### src/rtl/up_down_counter_mod.sv
// Cascadable up/down counter with programmable modulus, wrap/saturate mode and a registered wrap pulse.
// q and wrap_pls update one cycle after the inputs; max_min/rco_b are combinational; en_b holds the count.
module up_down_counter_mod #(
   parameter int N = 4
) (
   input  logic         clk,
   input  logic         rst_b,
   input  logic         en_b,
   input  logic         load_b,
   input  logic         up,
   input  logic         sat,
   input  logic [N-1:0] mod_max,
   input  logic [N-1:0] load_in,
   output logic [N-1:0] q,
   output logic         max_min,
   output logic         rco_b,
   output logic         wrap_pls
);

   localparam logic [N-1:0] ONE  = {{(N-1){1'b0}}, 1'b1};
   localparam logic [N-1:0] ZERO = '0;

   logic [N-1:0] cnt_q, cnt_d;
   logic         wrap_q, wrap_d;
   logic         at_top, at_bottom;

   assign at_top    = (cnt_q >= mod_max);
   assign at_bottom = (cnt_q == ZERO);

   always_comb begin
      cnt_d  = cnt_q;
      wrap_d = 1'b0;
      if (!load_b) begin
         cnt_d = load_in;
      end else if (!en_b) begin
         if (up) begin
            if (!at_top) begin
               cnt_d = cnt_q + ONE;
            end else if (sat) begin
               cnt_d = mod_max;
            end else begin
               cnt_d  = ZERO;
               wrap_d = 1'b1;
            end
         end else begin
            // A count left above a lowered modulus is pulled back in range without a wrap.
            if (cnt_q > mod_max) begin
               cnt_d = mod_max;
            end else if (!at_bottom) begin
               cnt_d = cnt_q - ONE;
            end else if (!sat) begin
               cnt_d  = mod_max;
               wrap_d = 1'b1;
            end
         end
      end
   end

   always_ff @(posedge clk or negedge rst_b) begin
      if (!rst_b) begin
         cnt_q  <= ZERO;
         wrap_q <= 1'b0;
      end else begin
         cnt_q  <= cnt_d;
         wrap_q <= wrap_d;
      end
   end

   assign q        = cnt_q;
   assign wrap_pls = wrap_q;
   assign max_min  = (up & at_top) | (~up & at_bottom);
   assign rco_b    = ~(max_min & ~en_b);

endmodule

### config.mk
export PLATFORM = sky130hd
export DESIGN_NAME = up_down_counter_mod
export DESIGN_NICKNAME = d
export VERILOG_FILES = /design/src/rtl/up_down_counter_mod.sv
export SDC_FILE = /design/constraint.sdc
export NUM_CORES = 1
export LEC_CHECK = 0
export CAP_MARGIN = 20
export CORE_UTILIZATION = 45
export CTS_CLUSTER_DIAMETER = 50
export DETAILED_ROUTE_END_ITERATION = 6
export GPL_TIMING_DRIVEN = 1
export PLACE_DENSITY = 0.74
export RECOVER_POWER = 50
export SLEW_MARGIN = 40
export SYNTH_ARGS = -nofsm -noshare
export SYNTH_HDL_FRONTEND = slang
export SYNTH_SLANG_ARGS = --single-unit
### constraint.sdc
create_clock -name clk -period 2.7 [get_ports clk]
set_clock_uncertainty 0.05 [all_clocks]
set_input_delay 0.675 -clock clk [delete_from_list [all_inputs] [get_ports clk]]
set_output_delay 0.675 -clock clk [all_outputs]
set_load 0.01 [all_outputs]
==> impl_metrics.tcl <==
set metrics [dict create \
    outcome "finished clean" \
    pre_cts_ws_ns -0.728 \
    clkTransAtPathRegs_ns 0.04 \
    synth_edf_count 0 \
    crit_fanout 2 \
    comb_power_share 0.711 \
    cts_hold_buffers 0 \
    tightestPinTransition_ns 0.352 \
    die_area_um2 1650 \
    p_sw_uw 266 \
    grt_max_degree 18 \
    drtPass1Iterations 4 \
    leakage_nw 0.498 \
    clock-sinks 5 \
    fp.dieH_um 40.6 \
    wl_per_cell_um 14.7 \
    arrival_ns 1.88 \
    io_buffers 20 \
    drc 0 \
    ys_types 35 \
    synth-seq-area-share 0.186 \
    antennaDiodeCount 0 \
    hpwl_um 1430 \
    nets 151 \
    first_iter_violations 20 \
    cts-root-buf "clkbuf_4" \
    grt_overflow 0 \
    cpPeakStageDelay_ns 0.25 \
    layout_common_cells "buf_4 (22), clkdlybuf4s50_1 (10), nor2_1 (7), o21ai_0 (7), nand2_1 (6)" \
    pin_count 21 \
    clockBufferDepth 2 \
    ys_warn_count 0 \
    swShare 0.399 \
    setup_violations 0 \
    fillers 90 \
    syn_inst 88 \
    routed_wirelength_um 2130 \
    hold_viol_final 0 \
    synth_flop_cell "dfrtp_1" \
    syn_nets 108 \
    slew_headroom 0.764 \
    cp-end-kind "output pin" \
    grt_pass1_vias 755 \
    final_common_cell "buf_4" \
    layout-drive-gt1-share 0.338 \
    final.setup.tns_ns 0 \
    syn_to_final_growth_pct 63.5 \
    critPathLaunchType "input port" \
    antenna_violating_nets_post_route 0 \
    core_um2 1350 \
    cts_max_level 1 \
    p_clk_frac 0.133 \
    avgSynthCellArea_um2 7.64 \
    critPathRequiredTime_ns 1.98 \
    num_vias 810 \
    fin_ws_ns 0.0903 \
    antenna_found_initial 0 \
    vias_per_cell 5.59 \
    final_core_util 0.814 \
    min_period_ns 2.61 \
    numCtsBuffers 3 \
    grt_usage 0.291 \
    cts_tree "yes" \
    synth_area_um2 672 \
    clock_latency_ns 0.24 \
    cp_cell_sequence "clkdlybuf4s15_1, inv_2, ha_4, nor2b_4, o211a_4, nor2_4, a21oi_2, nand2b_1, buf_2" \
    post-route-period-util 0.967 \
    seqPwrFrac 0.157 \
    power_density_nw_per_um2 607 \
    clock.fmax_mhz 383 \
    reg2regPathDepth 10 \
    dieWidth_um 40.6 \
    maxCapViolations 0 \
    cp_slowest_cell "o211a_4" \
    ir_drop_v 0.000296 \
    ys_ff_latch 5 \
    whs_path_depth 3 \
    maxSlewViolCount 0 \
    start_util 0.498 \
    place_congestion 0.901 \
    critPathKind "input port to output pin" \
    hold_class "flop to flop" \
    fp-row-count 13 \
    p_int_uw 401 \
    ys_async_sr_fraction 1.00 \
    grt_pass1_wl_um 3160 \
]
## Yosys cell counts, types with 2 or more instances
cell type / n / area [um^2]
nand2b_1: 3 / 18.8
clkbuf_1: 3 / 11.3
o21ai_0: 7 / 35.0
inv_1: 8 / 30.0
nand4_1: 2 / 12.5
ha_1: 6 / 75.1
o22ai_1: 2 / 12.5
nand2_1: 7 / 26.3
dfrtp_1: 5 / 125
nor3_1: 3 / 15.0
xnor2_1: 3 / 26.3
nor2_1: 8 / 30.0
a31oi_1: 2 / 12.5
or3_1: 2 / 12.5
o211ai_1: 2 / 15.0
nand3_1: 4 / 20.0
a21oi_1: 3 / 15.0
## state kept, by name, summed over array words and instances (netlist names)
name      flops
q             4
wrap_pls      1
## worst paths after layout
check | slack (ns) | start | to
worst max-delay path | 0.09 | mod_max[1] | rco_b
worst min-delay path | 0.66 | q[0] | q[0]
worst max register to register | 0.28 | q[1] | q[0]
worst min register to register | 0.66 | q[0] | q[0]
max in group asynchronous | 1.74 | rst_b | q[1]
min in group asynchronous | 0.67 | rst_b | q[2]
## area by class of cell
cell class	count	area (um^2)	area share
well taps	15	18.8	0.0171
repair buffers	42	349	0.318
clock buffers	4	26.3	0.0239
multi-input cells	71	549	0.500
flip-flops and latches	5	125	0.114
inverters	8	30.0	0.0273
## cells by family (layout without fill, tap and decap cells)
logic type	count (synthesis)	in the layout	share of synthesized area
and+or+nand+nor	38	38	0.318
AOI/OAI and AO/OA	22	22	0.231
buffers and inverters	12	54	0.0782
adders and majority gates	6	6	0.112
DFF	5	5	0.186
xor gates and xnor gates	4	4	0.0522
muxes	1	1	0.0223
## power by group through the flow
stage                     clock network (mW)  logic [mW]  registers, mW
after floorplan                            0       0.217          0.117
after global placement                     0       0.406          0.101
after detailed placement                   0       0.410          0.102
after CTS                             0.0902       0.450          0.105
after global routing                  0.0955       0.510          0.106
final                                 0.0886       0.474          0.105
## worst max-delay path: cells and delay by family
kind	cells	cell delay [ns]
AOI/OAI and AO/OA	2	0.32
buffers and inverters	3	0.38
adders and majority gates	1	0.19
and+or+nand+nor	3	0.31
## repair_timing
action,in CTS,in global routing
setup buffers,4,1
resized for setup,23,4
endpoints found under the setup margin,5,1
pin swaps,8,5
## through the flow
step | power, mW | hold WS (ns) | instance area, um^2 | std cells
floorplan | 0.334 | 0.329 | 672 | 88
global route | 0.712 | 0.675 | 1100 | 145
CTS | 0.645 | 0.601 | 1090 | 144
finish | 0.667 | 0.659 | 1100 | 145
detailed placement | 0.512 | 0.645 | 996 | 136
global placement | 0.507 | 0.634 | 996 | 136
## routing by layer
layer	vias up	wire length, um	GRT usage
met5	-	0	0
met4	0	38	0.100
met3	4	108	0.0870
met2	32	1090	0.532
met1	375	884	0.314
li1	399	-	-
(Power assumes the default switching activity.)
